--- config.mk ---
export PLATFORM = sky130hd
export DESIGN_NAME = cache_bus_arbiter
export DESIGN_NICKNAME = d
export VERILOG_FILES = /design/src/rtl/cache_bus_arbiter.sv
export SDC_FILE = /design/constraint.sdc
export NUM_CORES = 1
export LEC_CHECK = 0
export BUFFER_PORTS_ARGS = -buffer_cell sky130_fd_sc_hd__buf_4
export CAP_MARGIN = 10
export CORE_AREA = 4 4 294 296
export DETAILED_ROUTE_END_ITERATION = 10
export DIE_AREA = 0 0 298 300
export GPL_ROUTABILITY_DRIVEN = 0
export PLACE_DENSITY = 0.62
export SLEW_MARGIN = 20
export SYNTH_ARGS = -nofsm -noshare
export SYNTH_HDL_FRONTEND = slang
export SYNTH_SLANG_ARGS = --single-unit
--- constraint.sdc ---
create_clock -name clk -period 1.8 [get_ports clk]
set_input_delay 0.18 -clock clk [delete_from_list [all_inputs] [get_ports clk]]
set_output_delay 0.18 -clock clk [all_outputs]
set_load 0.005 [all_outputs]
--- src/rtl/cache_bus_arbiter.sv ---
// rtl/cache_bus_arbiter.sv - icache line-refill / dcache single-word arbiter onto one downstream bus
// Optional ARB_RR_EN: round-robin grant on simultaneous requests; undefined gives data fixed priority.
module cache_bus_arbiter #(
  parameter int LINE_WORDS = 16,
  parameter int BEAT_CNT_W = 4
) (
  input  logic                     clk,
  input  logic                     rst,
  input  logic                     i_req,
  input  logic [31:0]              i_addr,
  input  logic [3:0]               i_burst,
  output logic                     i_addr_ok,
  output logic                     i_data_ok,
  output logic [32*LINE_WORDS-1:0] i_rdata,
  input  logic                     d_req,
  input  logic                     d_wr,
  input  logic [3:0]               d_wstrb,
  input  logic [31:0]              d_addr,
  input  logic [31:0]              d_wdata,
  output logic                     d_addr_ok,
  output logic                     d_data_ok,
  output logic [31:0]              d_rdata,
  output logic                     m_req,
  output logic                     m_wr,
  output logic [3:0]               m_wstrb,
  output logic [31:0]              m_addr,
  output logic [31:0]              m_wdata,
  output logic [3:0]               m_burst,
  input  logic                     m_addr_ok,
  input  logic                     m_rvalid,
  input  logic [31:0]              m_rdata,
  input  logic                     m_rlast,
  input  logic                     m_wdone
);

  typedef enum logic [1:0] {
    S_IDLE = 2'd0,
    S_ADDR = 2'd1,
    S_DATA = 2'd2,
    S_RESP = 2'd3
  } state_t;

  localparam logic OWNER_INST = 1'b0;
  localparam logic OWNER_DATA = 1'b1;
  localparam logic [BEAT_CNT_W-1:0] LP_LAST_BEAT = BEAT_CNT_W'(LINE_WORDS - 1);

  state_t                  r_state;
  state_t                  w_next_state;
  // r_owner doubles as the last-grant record used by round-robin arbitration
  logic                    r_owner;
  logic                    r_m_wr;
  logic [3:0]              r_m_wstrb;
  logic [31:0]             r_m_addr;
  logic [31:0]             r_m_wdata;
  logic [3:0]              r_m_burst;
  logic [32*LINE_WORDS-1:0] r_i_rdata;
  logic [31:0]             r_d_rdata;
  logic [BEAT_CNT_W-1:0]   r_beat_cnt;
  logic                    r_beat_full;

  logic                    w_any_req;
  logic                    w_grant_data;
  logic                    w_txn_done;

  assign w_any_req = i_req | d_req;

`ifdef ARB_RR_EN
  assign w_grant_data = d_req & (~i_req | (r_owner == OWNER_INST));
`else
  assign w_grant_data = d_req;
`endif

  assign w_txn_done = ((r_owner == OWNER_DATA) && r_m_wr) ? m_wdone : (m_rvalid & m_rlast);

  always_ff @(posedge clk or negedge rst) begin
    if (!rst) begin
      r_state <= S_IDLE;
    end else begin
      r_state <= w_next_state;
    end
  end

  always_comb begin
    w_next_state = r_state;
    case (r_state)
      S_IDLE:  if (w_any_req)  w_next_state = S_ADDR;
      S_ADDR:  if (m_addr_ok)  w_next_state = S_DATA;
      S_DATA:  if (w_txn_done) w_next_state = S_RESP;
      S_RESP:  w_next_state = S_IDLE;
      default: w_next_state = S_IDLE;
    endcase
  end

  always_comb begin
    m_req     = 1'b0;
    i_addr_ok = 1'b0;
    d_addr_ok = 1'b0;
    i_data_ok = 1'b0;
    d_data_ok = 1'b0;
    case (r_state)
      S_ADDR: begin
        m_req     = 1'b1;
        i_addr_ok = m_addr_ok && (r_owner == OWNER_INST);
        d_addr_ok = m_addr_ok && (r_owner == OWNER_DATA);
      end
      S_RESP: begin
        i_data_ok = (r_owner == OWNER_INST);
        d_data_ok = (r_owner == OWNER_DATA);
      end
      default: ;
    endcase
  end

  always_ff @(posedge clk or negedge rst) begin
    if (!rst) begin
      r_owner     <= OWNER_DATA;
      r_m_wr      <= 1'b0;
      r_m_wstrb   <= 4'b0000;
      r_m_addr    <= 32'h0;
      r_m_wdata   <= 32'h0;
      r_m_burst   <= 4'b0000;
      r_i_rdata   <= '0;
      r_d_rdata   <= 32'h0;
      r_beat_cnt  <= '0;
      r_beat_full <= 1'b0;
    end else begin
      case (r_state)
        S_IDLE: begin
          if (w_any_req) begin
            r_owner <= w_grant_data;
            if (w_grant_data) begin
              r_m_wr    <= d_wr;
              r_m_wstrb <= d_wstrb;
              r_m_addr  <= d_addr;
              r_m_wdata <= d_wdata;
              r_m_burst <= 4'b0000;
            end else begin
              r_m_wr    <= 1'b0;
              r_m_wstrb <= 4'b0000;
              r_m_addr  <= i_addr;
              r_m_wdata <= 32'h0;
              r_m_burst <= i_burst;
            end
          end
        end
        S_DATA: begin
          if (m_rvalid) begin
            if (r_owner == OWNER_INST) begin
              // r_beat_full marks the line complete so surplus beats are dropped
              if (!r_beat_full) begin
                for (int w = 0; w < LINE_WORDS; w++) begin
                  if (r_beat_cnt == BEAT_CNT_W'(w)) begin
                    r_i_rdata[32*(LINE_WORDS-w)-1 -: 32] <= m_rdata;
                  end
                end
                if (r_beat_cnt == LP_LAST_BEAT) begin
                  r_beat_full <= 1'b1;
                end else begin
                  r_beat_cnt <= r_beat_cnt + BEAT_CNT_W'(1);
                end
              end
            end else if (!r_m_wr) begin
              r_d_rdata <= m_rdata;
            end
          end
        end
        S_RESP: begin
          r_beat_cnt  <= '0;
          r_beat_full <= 1'b0;
        end
        default: ;
      endcase
    end
  end

  assign m_wr    = r_m_wr;
  assign m_wstrb = r_m_wstrb;
  assign m_addr  = r_m_addr;
  assign m_wdata = r_m_wdata;
  assign m_burst = r_m_burst;
  assign i_rdata = r_i_rdata;
  assign d_rdata = r_d_rdata;

endmodule

Word-level counts from Yosys, hierarchy flattened:

Cells that the tools add are included.

* register bits: 625
* word-level logic and storage cells: 109
* output and inout port bits: 622

* reduce and logical (&&, ||, !) cells: 27
* mux-type cells: 25
* equal/unequal tests: 25
* add/subtract/negate cells: 1
* bitwise gates (word level): 5

Operators with widths (number)
* AND reduction 5 bit: 17
* 2-to-1 mux 32 bit: 2
* == test 4 bit, second input constant: 8
* 2-to-1 mux 4 bit: 6
* == test 4 x 3 -> 1 bit, second input constant: 4
* inequality test 2 bit, second input constant: 7
* 2-to-1 mux 1 bit: 11
* == test 4 x 2 -> 1 bit, second input constant: 2
* one-hot mux 2 bit (4 select lines): 1
* one-hot mux 4 bit (2 select lines): 1
* 2-to-1 mux 2 bit: 3
* AND reduction 3 bit: 2
* adder 4 x 1 -> 4 bit, second input constant: 1
* == test 2 bit, second input constant: 2
* == test 4 x 1 -> 1 bit, second input constant: 1
* logical NOT 4 bit: 1
* AND reduction 4 bit: 1
* logical AND 1 bit: 3
* NOT 1 bit: 3
* == test 2 x 1 -> 1 bit, second input constant: 1
* logical NOT 2 bit: 1
* one-hot mux 1 bit (2 select lines): 1
* AND reduction 2 bit: 1
* nonzero test 2 bit: 1
* 2 further kinds: 2

Depth between registers and ports, before layout:

* depth after elaboration: 6
* depth in mapped cells: 8

Worst setup path before layout:

Ideal clock, no wire load.

* kind: register to register
* start: reg r_state[0]
* end: reg r_i_rdata[416], in the netlist i_rdata[416]
* setup time: 0.125 ns
* cell stages (with the launch flop): 9
* buffers on the path: 2
* period minus slack after synthesis: 1.952 ns
* data arrival time: 1.827 ns
* path slack: -0.152 ns
* path through: dfrtp_1 > inv_1 > ha_1 > and2b_1 > nand2_1 > nor2b_1 > clkbuf_1 > buf_2 > mux2_2

* word-level cells in the longest chain between the ends: 2

Ends and longest elaborated chain
* start, declared: RTL line 47 `state_t r_state;`
* start signal, assigned: RTL line 79 `r_state <= w_next_state;`
* == test 2 bit: RTL line 127 `case (r_state)`
* AND reduction 5 bit (no line)
* end signal, assigned by index: RTL line 153 `r_i_rdata[32*(LINE_WORDS-w)-1 -: 32] <= m_rdata;`
* end, declared: RTL line 56 `logic [32*LINE_WORDS-1:0] r_i_rdata;`

No other way between the ends.
A chain may end at the register's enable or synchronous reset.

Worst setup path in the final report:

* start: reg r_state[0]
* end: reg r_i_rdata[120], in the netlist i_rdata[120]

The elaborated chain is that of the path after synthesis.

==> flow_summary.yaml <==
run_status:
  outcome: "complete, but fails checks"
  violations: "negative setup slack"
hold_path:
  hold_path_depth: 2
  whs_endpoint: "i_rdata[484]"
  hold_path.startpoint: "m_rdata[4]"
  hold_class: "in -> reg"
layout:
  area_growth_pct: 53.9
  nets: 2709
  drive_gt1_share_pct: 60.4
  register_area_mm2: 0.0156
  final_area_mm2: 0.0368
  mostFrequentLayoutCell: "buf_4"
  fillers: 7467
  final_cell_mix: "buf_4, dfrtp_1, mux2_2, dlygate4sd3_1, nand2_1"
  multi_input_area_mm2: 0.00833
worst_setup_path:
  critical_path.max_stage_delay_ns: 0.41
  crit_required_ns: 2.27
  cp-start-kind: "register"
  crit_chain: "inv_2, ha_4, and2b_4, nand2_2, nor2_4, buf_12, buf_12, mux2_2"
  crit_type: "reg -> reg"
  r2r_setup_slack_ns: -0.10
  cp.arrival_ns: 2.37
  cpMostUsedCell: "buf_12"
  slowest_stage: "dfrtp_1"
  setup.worst_path.end_class: "register"
  cpLargestDelayFamily: "simple AND/OR/NAND/NOR gates"
  cp_num_buf_inv: 3
  cp_max_fo: 13
  worst_r2r_startpoint: "r_state[0]"
  worst_r2r_path_depth: 8
  timing.rr.end: "i_rdata[120]"
placement:
  placement.io_buffers: 766
  dpl_cell_area_mm2: 0.0317
  hpwl_um: 59800
synth:
  synth_cells: 1580
  ys_async_sr_fraction_pct: 100
  synth_edf_count: 0
  synth_area_leaders: "dfrtp_1, mux2_2, nand2_1, mux2i_1, mux2_1"
  synth_top_area_share_pct: 65.4
  postSynthAreaPerCell_um2: 15.1
  synth_nets: 1733
  seq_area_frac_synth_pct: 65.5
  synth.distinct_cells: 35
  synth_seq_cells: 625
  yosys.area.top_type: "dfrtp_1"
  yosys_warnings: 0
  yosys_most_used_dff: "dfrtp_1"
  netlist_area_mm2: 0.0239
power_and_ir_drop:
  ir_drop_v: 0.000871
  finalPower_w: 0.0515
  p_leak_nw: 19.1
  cellPowerDensity_mw_per_mm2: 1400
floorplan:
  die_w_um: 298
  fp-row-count: 106
  die_h_um: 300
  fp.dieArea_mm2: 0.0894
  initial_core_util_pct: 28.6
  pin_count: 767
  coreArea_mm2: 0.0836
clock_network:
  path_clk_slew_ns: 0.06
  htree_levels: 3
  numCtsBuffers: 73
  clk_latency_ns: 0.61
  clockBufferDepth: 3
  root_buffer: "clkbuf_16"
  clkSinkCount: 625
  cts_tree: "done"
job:
  max_cap_viol_count: 0
routing:
  vias: 17238
  wl_met2_um: 44600
  first_iter_violations: 738
  first_pass_iters: 4
  drc: 0
  wl_per_cell_um: 24.1
  vias_per_cell: 4.66
  dr_wl_met3_um: 5720
  drt-met1-wl_um: 35100
  routed_wl_um: 89100
  top_layer: "met4"
  drtAntennaViolNets: 0
global_route:
  grt_pass1_vias: 18624
  grt_max_degree: 102
  grt-ovfl-total: 0
  grt_use_total_pct: 18.9
  grt_pass1_wl_um: 126000
  antenna_found_initial: 3
timing:
  finalMaxSlewViolations: 0
  fmax_ghz: 0.526
  setup_violations: 288
  tightest_slew_ns: 0.592
  setup_slack_ns: -0.103
  fin_crit_sh_pct: 106
  skew_ns: 0.0345
  maxSlewHeadroom_pct: 60.5
  rsz0062_at_grt: "yes"
  finalCriticalPeriod_ns: 1.90
  final_hold_viol_count: 0
[state kept, by name, summed over array words and instances, names as in the netlist, 2 cells and up]
name        count
r_beat_cnt      4
d_rdata        32
m_wstrb         4
r_state         2
m_addr         32
i_rdata       512
m_wdata        32
m_burst         4
[worst max path at each step]
stage	cells after the start	startpoint	endpoint	slack, ns
after floorplan	8	r_state[0]	i_rdata[416]	-0.03
after global placement	7	r_state[0]	i_rdata[433]	-0.19
after detailed placement	7	r_state[0]	i_rdata[435]	-0.19
after CTS	7	r_state[0]	i_rdata[120]	-0.12
after global routing	8	r_state[0]	i_rdata[120]	-0.18
final	8	r_state[0]	i_rdata[120]	-0.10
[through the flow]
step                      std cells  TNS (ns)  setup slack [ns]  util [%]  hold slack (ns)
after floorplan                1580     -5.22           -0.0251         -           -0.116
after global placement         3401    -57.35            -0.190      37.9           0.0995
after global routing           3693    -41.98            -0.176      44.0           0.0167
final                          3696     -9.16            -0.103      44.0           0.0430
after CTS                      3680    -14.79            -0.121      43.4          0.00154
after detailed placement       3401    -48.44            -0.190      37.9            0.101
[per-layer routing]
layer / vias up / GRT usage [%]
met1: 8949 / 22.0
met3: 166 / 4.98
met5: - / 0
met4: 0 / 7.68
li1: 7471 / -
met2: 652 / 33.1
[timing repair]
action,4_1_cts,5_1_grt
cloned,9,12
pin swaps,5,9
setup buffers,19,4
hold buffers,122,0
resized for setup,122,70
endpoints found under the hold margin,699,0
endpoints found under the setup margin,487,527
[worst register-to-register path, cell delays in order, from the launching register on]
cell     delay, ns
dfrtp_1       0.41
inv_2         0.09
ha_4          0.12
and2b_4       0.25
nand2_2       0.10
nor2_4        0.11
buf_12        0.14
buf_12        0.17
mux2_2        0.39
[final cells by class]
type | count | share of cell area (%)
sequential | 625 | 42.6
clock buffer | 109 | 5.94
tap | 1080 | 3.68
antenna | 4 | 0.0272
inverter | 6 | 0.0817
clock inverter | 22 | 0.803
multi-input combinational | 836 | 22.7
timing repair buffer | 1014 | 24.3
[cells by family (layout without fill, tap and decap cells)]
group	count (synthesis)	in the layout	synth area share [%]
flops	625	625	65.5
mux	577	577	27.0
simple gates	204	204	3.82
buf+inv	119	1151	2.16
compound gates	47	47	1.06
fa+ha+maj	8	8	0.419
other cells	0	4	0
[synth_stat cells (2+ instances only)]
library cell and number:
dfrtp_1 624, mux2_2 519, nand2_1 123, clkbuf_1 58, buf_2 52, nand3_1 51, o21ai_0 39, mux2i_1 32
mux2_1 26, ha_1 8, nor2_1 8, inv_1 6, nand2b_1 5, nor2b_1 3, a31oi_1 2, and3_1 2
buf_1 2, nand4b_1 2, nor3b_2 2
[power by group]
part	switching [W]	internal, W	total (W)
combinational	0.00653	0.00932	0.0158
sequential	0.00246	0.0181	0.0206
clock	0.00594	0.00914	0.0151
No activity file was read; power rests on OpenSTA's default activity.
